`src/rtl/fhn_stim_sequencer.sv`:
```
// rtl/fhn_stim_sequencer.sv - stimulus pulse-train sequencer and spike counter for an FHN neuron core
module fhn_stim_sequencer #(
    parameter int DATA_W = 16,
    parameter int CNT_W  = 16,
    parameter int NP_W   = 8
) (
    input  logic                     clk,
    input  logic                     rst,
    input  logic                     start,
    input  logic                     abort,
    input  logic signed [DATA_W-1:0] amp,
    input  logic        [CNT_W-1:0]  settle_len,
    input  logic        [CNT_W-1:0]  on_len,
    input  logic        [CNT_W-1:0]  off_len,
    input  logic        [NP_W-1:0]   n_pulses,
    input  logic signed [DATA_W-1:0] v_th_hi,
    input  logic signed [DATA_W-1:0] v_th_lo,
    input  logic signed [DATA_W-1:0] v,
    output logic signed [DATA_W-1:0] i_out,
    output logic                     core_rst,
    output logic                     busy,
    output logic                     done,
    output logic                     spike,
    output logic        [CNT_W-1:0]  spike_cnt
);

    typedef enum logic [2:0] {
        ST_IDLE,
        ST_SETTLE,
        ST_ON,
        ST_OFF,
        ST_FIN
    } state_t;

    state_t                   r_state;
    logic        [CNT_W-1:0]  r_phase_cnt;
    logic        [NP_W-1:0]   r_pulse_cnt;
    logic signed [DATA_W-1:0] r_amp;
    logic        [CNT_W-1:0]  r_on_len;
    logic        [CNT_W-1:0]  r_off_len;
    logic        [NP_W-1:0]   r_n_pulses;
    logic signed [DATA_W-1:0] r_th_hi;
    logic signed [DATA_W-1:0] r_th_lo;
    logic                     r_armed;
    logic signed [DATA_W-1:0] r_i_out;
    logic                     r_core_rst;
    logic                     r_busy;
    logic                     r_done;
    logic                     r_spike;
    logic        [CNT_W-1:0]  r_spike_cnt;

    logic w_det_active;
    logic w_hit;
    logic w_rearm;

    // A zero-length phase still occupies one cycle, so the down-counter loads len-1 clamped at 0.
    function automatic logic [CNT_W-1:0] f_load(input logic [CNT_W-1:0] len);
        return (len == '0) ? '0 : len - 1'b1;
    endfunction

    // The abort cycle is excluded so an aborted run keeps the count it had.
    assign w_det_active = ((r_state == ST_SETTLE) || (r_state == ST_ON) || (r_state == ST_OFF))
                          && !abort;
    assign w_hit        = r_armed && (v >= r_th_hi);
    assign w_rearm      = !r_armed && (v <= r_th_lo);

    always_ff @(posedge clk or negedge rst) begin
        if (!rst) begin
            r_state     <= ST_IDLE;
            r_phase_cnt <= '0;
            r_pulse_cnt <= '0;
            r_amp       <= '0;
            r_on_len    <= '0;
            r_off_len   <= '0;
            r_n_pulses  <= '0;
            r_th_hi     <= '0;
            r_th_lo     <= '0;
            r_armed     <= 1'b1;
            r_i_out     <= '0;
            r_core_rst  <= 1'b1;
            r_busy      <= 1'b0;
            r_done      <= 1'b0;
            r_spike     <= 1'b0;
            r_spike_cnt <= '0;
        end else begin
            r_done  <= 1'b0;
            r_spike <= 1'b0;

            if (w_det_active) begin
                if (w_hit) begin
                    r_spike <= 1'b1;
                    r_armed <= 1'b0;
                    if (r_spike_cnt != '1) begin
                        r_spike_cnt <= r_spike_cnt + 1'b1;
                    end
                end else if (w_rearm) begin
                    r_armed <= 1'b1;
                end
            end

            if (r_state == ST_IDLE) begin
                if (start) begin
                    r_amp       <= amp;
                    r_on_len    <= on_len;
                    r_off_len   <= off_len;
                    r_n_pulses  <= n_pulses;
                    r_th_hi     <= v_th_hi;
                    r_th_lo     <= v_th_lo;
                    r_spike_cnt <= '0;
                    r_pulse_cnt <= '0;
                    r_armed     <= 1'b1;
                    if (n_pulses == '0) begin
                        r_done <= 1'b1;
                    end else begin
                        r_state     <= ST_SETTLE;
                        r_phase_cnt <= f_load(settle_len);
                        r_core_rst  <= 1'b0;
                        r_busy      <= 1'b1;
                        r_i_out     <= '0;
                    end
                end
            end else if (abort) begin
                r_state    <= ST_IDLE;
                r_i_out    <= '0;
                r_core_rst <= 1'b1;
                r_busy     <= 1'b0;
            end else begin
                case (r_state)
                    ST_SETTLE: begin
                        if (r_phase_cnt == '0) begin
                            r_state     <= ST_ON;
                            r_phase_cnt <= f_load(r_on_len);
                            r_i_out     <= r_amp;
                        end else begin
                            r_phase_cnt <= r_phase_cnt - 1'b1;
                        end
                    end
                    ST_ON: begin
                        if (r_phase_cnt == '0) begin
                            r_state     <= ST_OFF;
                            r_phase_cnt <= f_load(r_off_len);
                            r_pulse_cnt <= r_pulse_cnt + 1'b1;
                            r_i_out     <= '0;
                        end else begin
                            r_phase_cnt <= r_phase_cnt - 1'b1;
                        end
                    end
                    ST_OFF: begin
                        if (r_phase_cnt == '0) begin
                            if (r_pulse_cnt == r_n_pulses) begin
                                r_state <= ST_FIN;
                                r_done  <= 1'b1;
                            end else begin
                                r_state     <= ST_ON;
                                r_phase_cnt <= f_load(r_on_len);
                                r_i_out     <= r_amp;
                            end
                        end else begin
                            r_phase_cnt <= r_phase_cnt - 1'b1;
                        end
                    end
                    ST_FIN: begin
                        r_state    <= ST_IDLE;
                        r_core_rst <= 1'b1;
                        r_busy     <= 1'b0;
                    end
                    default: begin
                        r_state    <= ST_IDLE;
                        r_i_out    <= '0;
                        r_core_rst <= 1'b1;
                        r_busy     <= 1'b0;
                    end
                endcase
            end
        end
    end

    assign i_out     = r_i_out;
    assign core_rst  = r_core_rst;
    assign busy      = r_busy;
    assign done      = r_done;
    assign spike     = r_spike;
    assign spike_cnt = r_spike_cnt;

endmodule
```
`config.mk`:
```
export PLATFORM = sky130hd
export DESIGN_NAME = fhn_stim_sequencer
export DESIGN_NICKNAME = d
export VERILOG_FILES = /design/src/rtl/fhn_stim_sequencer.sv
export SDC_FILE = /design/constraint.sdc
export NUM_CORES = 1
export LEC_CHECK = 0
export CORE_ASPECT_RATIO = 1.5
export CORE_MARGIN = 4
export CORE_UTILIZATION = 48
export DETAILED_ROUTE_END_ITERATION = 12
export PLACE_DENSITY = 0.85
export SYNTH_ARGS = -nofsm -noshare
export SYNTH_HDL_FRONTEND = slang
export SYNTH_SLANG_ARGS = --single-unit
```
`constraint.sdc`:
```
create_clock -name clk -period 4.4 [get_ports clk]
set_clock_uncertainty 0.2 [all_clocks]
set_input_delay 0.88 -clock clk [delete_from_list [all_inputs] [get_ports clk]]
set_output_delay 0.88 -clock clk [all_outputs]
set_load 0.02 [all_outputs]
```
### Word level (Yosys, flattened, before mapping)

Cells that the tools add are included.

| operators by class | value |
|---|---|
| add/subtract/negate cells | 6 |
| multiplexer cells | 64 |
| $lt $le $gt $ge | 2 |
| reductions and logical operators | 23 |
| equal/unequal tests | 16 |

Operator list:

| cell | number |
|---|---|
| $mux W16 | 24 |
| $logic_not A16 Y1 | 4 |
| $pmux W16 S4 | 1 |
| $sub A16 B1 Y16 const B | 4 |
| $pmux W16 S3 | 1 |
| $mux W8 | 5 |
| $mux W1 | 24 |
| $mux W3 | 8 |
| $add A16 B1 Y16 const B | 1 |
| $ge A16 B16 Y1 | 1 |
| $le A16 B16 Y1 | 1 |
| $ne A16 B16 Y1 const B | 1 |
| $ne A4 B2 Y1 const B | 3 |
| $reduce_and A5 Y1 | 2 |
| $pmux W3 S3 | 1 |
| $add A8 B1 Y8 const B | 1 |
| $eq A8 B8 Y1 | 1 |
| $logic_not A8 Y1 | 1 |
| $ne A4 B4 Y1 const B | 2 |
| $reduce_and A7 Y1 | 1 |
| $eq A3 B2 Y1 const B | 2 |
| $ne A2 B2 Y1 const B | 2 |
| $reduce_and A4 Y1 | 1 |
| $reduce_bool A2 Y1 | 2 |
| 13 further kinds | 17 |

| word-level totals | value |
|---|---|
| word-level logic and storage cells | 127 |
| flip-flop bits (word level) | 152 |

### Depth between registers and ports, before layout

Gate-level depths: netlist of run 1.

| logic depth | value |
|---|---|
| depth after elaboration | 7 |
| mapped depth | 10 |
| gate-level depth less buffers | 9 |

### Least setup slack after synthesis of run 1

Ideal clock, no wire load.

| timing | value |
|---|---|
| path kind | input-to-reg |
| start point | input v[14] |
| end point | register r_spike_cnt[6], in the netlist spike_cnt[6] |
| stages on the path | 8 |
| setup slack | 1.275 ns |
| path buffers | 0 |
| data arrival time | 2.847 ns |
| library setup time | 0.078 ns |
| path through | ha_1 -> and3_1 -> nand4_2 -> or4_4 -> a211oi_2 -> nor2_2 -> or4_1 -> a21oi_1 |

| on the way | value |
|---|---|
| cells in the longest elaborated chain, start to end | 6 |

RTL lines:

| what | RTL line | source |
|---|---|---|
| start, declared | 18 | `input logic signed [DATA_W-1:0] v,` |
| $ge A16 B16 Y1 * | 64 | `assign w_hit = r_armed && (v >= r_th_hi);` |
| $logic_and A1 B1 Y1 * | 64 |  |
| $mux W16 * | 90 | `if (w_hit) begin` |
| $mux W16 * | 89 | `if (w_det_active) begin` |
| $mux W16 | 102 | `if (start) begin` |
| $mux W16 * | 101 | `if (r_state == ST_IDLE) begin` |
| end signal, assigned | 94 | `r_spike_cnt <= r_spike_cnt + 1'b1;` |
| end, declared | 50 | `logic [CNT_W-1:0] r_spike_cnt;` |

Mark *: on every way between the ends. The rest lies on a longest branch, timed or not.
A chain may end at the register's enable or synchronous reset.

### Worst setup path after layout of run 1

| timing | value |
|---|---|
| start point | input v[13] |
| end point | register r_spike_cnt[6], in the netlist spike_cnt[6] |

The elaborated chain is that of the path after synthesis.

==> out/results.ini, run 1 <==
[status]
run_status=complete, no violations

[cts]
cts_buffer_depth=2
cts_tree=yes
ctsResizeCount=0
clock_sinks=152
htree_levels=4
clkSlewWorstSetupHoldPaths_ns=0.06
clock-root-buffer=clkbuf_16
clk_latency_ns=0.41
cts_made_buffers=17
cts_hold_buf=0
cts_setup_buffers=0

[floorplanning]
rows=59
die_h_um=172
dieWidth_um=117
die_area_mm2=0.0202
coreArea_mm2=0.0175
io_pins=160
start_util_pct=49.3

[detailed_routing]
detail_route.vias_per_cell=5.67
antenna_left=0
drtIter0Drc=451
firstDrtPassIters=5
routedWlPerCell_um=16.8
detail_route.wirelength_um=23300
drc=0
via_count=7852

[hold_path]
hp-class=flip-flop to flip-flop
worstHoldPathCells=2
min_from=r_amp[12]
hold_path_end=r_amp[12]

[synth]
syn-num-nets=1175
yosys-mux-area-fraction_pct=0.842
synth_seq_cells=152
postSynthAreaPerCell_um2=8.52
syn_area_mm2=0.00862
synthAdderAreaFrac_pct=5.66
synth_top_cell_by_area=dfrtp_1
ys_seq_area_share_pct=44.2
yosysWarnings=0
yosysUniqueCellTypes=72
syn_inst=1012
synth_xor_area_share_pct=5.08
async_reset_ff_share_pct=100
synthFlopType=dfrtp_1
synth_top_family_by_area=simple AND/OR/NAND/NOR gates
synth_edf_count=0
synth_compound_area_share_pct=14.7
synth.top_cell.area_share_pct=43.5
synth_simple_gate_area_share_pct=24.9
ys_top_cells_by_area=dfrtp_1, nand2_1, ha_1

[placed_design]
port_buffers=159
dp_hpwl_um=17300
place_congestion=0.960

[power_and_ir_drop]
ir_drop_uv=318
total_power_mw=6.44
p_leak_nw=4.83
p_per_area_mw_per_mm2=584

[critical_path]
slowest_delay_ns=0.52
critPathRequiredTime_ns=4.52
criticalPathCategory=input port to flip-flop
timing.rr.start=r_phase_cnt[10]
reg2regPathDepth=6
r2r-end=r_phase_cnt[11]
crit_path_end_kind=flip-flop
timing.critical_path.slowest_stage_cell=or4_4
crit_arrival_ns=3.65
cp-start-kind=input port
cp_max_fo=19
worstPathCellList=clkdlybuf4s50_1, ha_1, and3_1, nand4_2, or4_4, a211oi_2, nor2_2, or4_1, a21oi_1
reg2reg_slack_ns=1.10

[final_layout]
final_common_cell=nand2_1
num_antenna_cells=0
layout_common_cells=nand2_1, clkdlybuf4s50_1, dfrtp_1, o21ai_0, inv_1
nFillCells=1424
fin_nets=1323
drive_gt1_share_pct=6.49
area_growth_pct=28.1

[sta]
min_period_ns=3.52
finalSetupViolCount=0
fin_crit_sh_pct=80.1
relSlewSlack_pct=38.6
whs_ns=0.275
max_freq_mhz=284
hold_viol=0
tns_ns=0
rsz0062_at_grt=no
worst_slew_pin_slew_ns=0.921
drv_slew=0

[global_route]
grt_first_pass_wirelength_um=38000
grt_antenna_before_repair=2
grt_max_degree=81
grt.overflow.total=0
gr-usage-all-layers_pct=23.2
grt_pass1_vias=7880

[run]
cap_violations=0

flip-flops by register name, indices dropped and copies added, names as in the netlist:
| signal | cells |
|---|---|
| busy | 1 |
| done | 1 |
| r_pulse_cnt | 8 |
| r_n_pulses | 8 |
| spike | 1 |
| r_armed | 1 |
| r_amp | 16 |
| core_rst | 1 |
| i_out | 16 |
| r_off_len | 16 |
| r_th_lo | 16 |
| r_on_len | 16 |
| r_th_hi | 16 |
| r_phase_cnt | 16 |
| spike_cnt | 16 |
| r_state | 3 |
cell families (layout without fill, tap and decap cells):
family / after synthesis / count (layout)
multiplexers: 7 / 7
AO/OA/AOI/OAI: 206 / 206
AND/OR/NAND/NOR: 454 / 454
XOR/XNOR: 50 / 50
adder cells (fa/ha/maj): 39 / 39
flip-flops: 152 / 152
buffers and inverters: 104 / 263
layout make-up:
cell class	instances	area (µm²)	area share (%)
multi-input combinational	756	4410	40.0
sequential	152	3810	34.5
timing repair buffer	168	1690	15.3
clock buffer	20	457	4.14
tap	213	267	2.41
inverter	65	244	2.21
clock inverter	10	170	1.54
Yosys cell counts, drive strengths merged (3+ instances only):
cell,instances
o21ai,88
dfrtp,150
nor3b,4
nand2,239
nor4,14
o221ai,7
xnor2,24
nand3,37
and2,3
clkbuf,29
nor3,31
o31ai,6
inv,65
ha,39
and3,8
o211ai,6
or4,8
or3,15
a211oi,8
a31oi,5
buf,10
a21o,5
nand4,17
mux2i,5
a21oi,49
nand2b,4
nor2,60
o22ai,11
xor2,26
where the power goes:
| part | internal [mW] | switching, mW |
|---|---|---|
| sequential | 1.94 | 0.453 |
| clock | 0.979 | 0.577 |
| combinational | 1.04 | 1.46 |
worst max-delay path, delay by kind of cell:
family	cells	cell delay [ns]
compound gates	2	0.48
fa+ha+maj	1	0.31
buf+inv	1	0.45
simple gates	5	1.53
layer usage:
layer / track usage [%] / up-vias / part of all wire [%]
met5: 0 / - / 0.090
met4: 11.7 / 4 / 4.5
met3: 5.17 / 57 / 5.1
met2: 43.2 / 257 / 53
met1: 24.8 / 3736 / 37
li1: - / 3798 / -
how the worst max path moves through the flow:
stage | cells after the start | startpoint | end
2_1_floorplan | 8 | v[14] | spike_cnt[6]
3_3_place_gp | 9 | v[14] | spike_cnt[8]
3_5_place_dp | 9 | v[13] | spike_cnt[6]
4_1_cts | 9 | v[14] | spike_cnt[6]
5_1_grt | 9 | v[14] | spike_cnt[6]
6_report | 9 | v[13] | spike_cnt[6]
through the flow:
step                      util (%)  setup WS (ns)  cell area, µm²  instances
final                         63.1          0.877           11000       1384
after CTS                     63.1          0.898           11000       1384
after global placement        59.5          0.610           10400       1354
after floorplan                  -           1.27            8620       1012
after global routing          63.1          0.728           11000       1384
after detailed placement      59.5          0.484           10400       1354
Power figures use the tool's default switching activity.
==> inputs of run 2 (changes only) <==
==> constraint.sdc (replaced) <==
create_clock -name clk -period 3.7 [get_ports clk]
set_clock_uncertainty 0.2 [all_clocks]
set_input_delay 0.74 -clock clk [delete_from_list [all_inputs] [get_ports clk]]
set_output_delay 0.74 -clock clk [all_outputs]
set_load 0.02 [all_outputs]
==> run 2 against run 1 <==
Sequential cell count unchanged. Non-clock buffer count increased by 8. Sequential power increased by 19%. Combinational power increased by 20%. Critical path depth unchanged. Total power increased by 19%. Die area unchanged. Utilization increased by 0.19 points. Clock-buffer cell count decreased by 3. Worst hold slack got worse by 0.14 ns. Critical path type unchanged. Largest power group unchanged.
==> out/results.ini, run 2 (same netlist as run 1, synthesis figures left out) <==
[sta]
hold_viol=0  ; unchanged
rsz0062_at_grt=no  ; unchanged
max_freq_mhz=304
layout_setup_ws_ns=0.415  ; was 0.877 ns
worst_slew_pin_slew_ns=0.711  ; was 0.921 ns
finalSetupViolCount=0  ; unchanged
tns_ns=0  ; unchanged
relSlewSlack_pct=52.6  ; was 38.6%
drv_slew=0  ; unchanged
min_period_ns=3.28
fin_crit_sh_pct=88.8

[placed_design]
place_ws_ns=0.0183  ; was 0.484 ns
dp_hpwl_um=17600  ; was 17300 µm
port_buffers=159  ; unchanged
place_congestion=0.924  ; was 0.960

[cts]
cts_buffer_depth=2  ; unchanged
cts_hold_buf=0  ; unchanged
cts_made_buffers=17  ; unchanged
clock-root-buffer=clkbuf_16  ; unchanged
ctsResizeCount=0  ; unchanged
clkSlewWorstSetupHoldPaths_ns=0.07  ; was 0.06 ns
clock_sinks=152  ; unchanged
htree_levels=4  ; unchanged
clk_latency_ns=0.42  ; was 0.41 ns
cts_setup_buffers=0  ; unchanged
cts_tree=yes  ; unchanged

[final_layout]
area_growth_pct=28.5  ; was 28.1%
layout_common_cells=nand2_1, clkdlybuf4s50_1, dfrtp_1, o21ai_0, inv_1  ; unchanged
num_antenna_cells=0  ; unchanged
post-route-util_pct=63.3  ; was 63.1%
drive_gt1_share_pct=7.37  ; was 6.49%
fin_nets=1331  ; was 1323
final_common_cell=nand2_1  ; unchanged

[status]
run_status=complete, no violations  ; unchanged

[detailed_routing]
antenna_left=0  ; unchanged
drtIter0Drc=567  ; was 451
firstDrtPassIters=5  ; unchanged
detail_route.vias_per_cell=5.69  ; was 5.67
via_count=7925  ; was 7852
detail_route.wirelength_um=23500  ; was 23300 µm
drc=0  ; unchanged
routedWlPerCell_um=16.9  ; was 16.8 µm

[power_and_ir_drop]
ir_drop_uv=349  ; was 318 µV
p_per_area_mw_per_mm2=689  ; was 584 mW/mm²
total_power_mw=7.64  ; was 6.44 mW
p_leak_nw=4.87  ; was 4.83 nW

[hold_path]
hp-class=input port to asynchronous set/reset pin  ; was flip-flop to flip-flop

[floorplanning]
rows=59  ; unchanged
die_h_um=172  ; unchanged
coreArea_mm2=0.0175  ; unchanged
io_pins=160  ; unchanged
die_area_mm2=0.0202  ; unchanged
dieWidth_um=117  ; unchanged
start_util_pct=49.3  ; unchanged

[global_route]
grt_max_degree=83  ; was 81
grt_antenna_before_repair=0  ; was 2
gr-usage-all-layers_pct=23.1  ; was 23.2%
grt_first_pass_wirelength_um=37900  ; was 38000 µm
grt.overflow.total=0  ; unchanged
grt_pass1_vias=8020  ; was 7880

[critical_path]
crit_arrival_ns=3.42  ; was 3.65 ns
criticalPathCategory=input port to flip-flop  ; unchanged
cp-start-kind=input port  ; unchanged
crit_path_end_kind=flip-flop  ; unchanged
critPathRequiredTime_ns=3.83  ; was 4.52 ns
cp_max_fo=15  ; was 19

[run]
cap_violations=0  ; unchanged

[run 2: metal layers]
layer  track usage (%)  vias to the layer above  share of wire (%)
met5                 0                        -                  0
met3              4.38                       79                5.1
li1                  -                     3811                  -
met1              24.2                     3763                 37
met4              13.9                        0                5.3
met2              43.2                      272                 53
[run 2: worst max-delay path, cell delays in order]
cell             delay (ns)
clkdlybuf4s50_1        0.45
ha_1                   0.31
and3_1                 0.21
nand4_2                0.15
or4_4                  0.51
a211oi_2               0.29
nor2_2                 0.16
or4_1                  0.42
a21oi_1                0.16
[run 2: path summary, 6_finish.rpt]
path                                 start  depth (start not counted)  slack (ns)              end
max                                  v[14]                          9        0.42     spike_cnt[8]
min                                    rst                          1        0.13      r_on_len[9]
max reg2reg                r_phase_cnt[10]                          7        0.68  r_phase_cnt[13]
min reg2reg                       r_amp[0]                          2        0.28         r_amp[0]
max in group asynchronous              rst                          2        2.33          r_armed
min in group clk                  r_amp[0]                          2        0.28         r_amp[0]
[run 2: stage by stage]
step,cell area (µm²),instances,hold WS (ns)
global route,11100,1394,0.186
finish,11100,1394,0.134
detailed placement,10500,1362,0.264
CTS,11100,1394,0.160
floorplan,8620,1012,0.244
global placement,10500,1362,0.257
[run 2: cell type report]
cell class                      count  area (µm²)
Tap cell                          213         267
Fill cell                        1434        6420
Multi-Input combinational cell    756        4410
Timing Repair Buffer              176        1750
Clock inverter                     15         175
Sequential cell                   152        3810
Inverter                           65         244
Clock buffer                       17         425
[run 2: where the power goes]
part,switching [mW],internal (mW)
clock,0.760,1.02
combinational,1.75,1.25
sequential,0.546,2.31
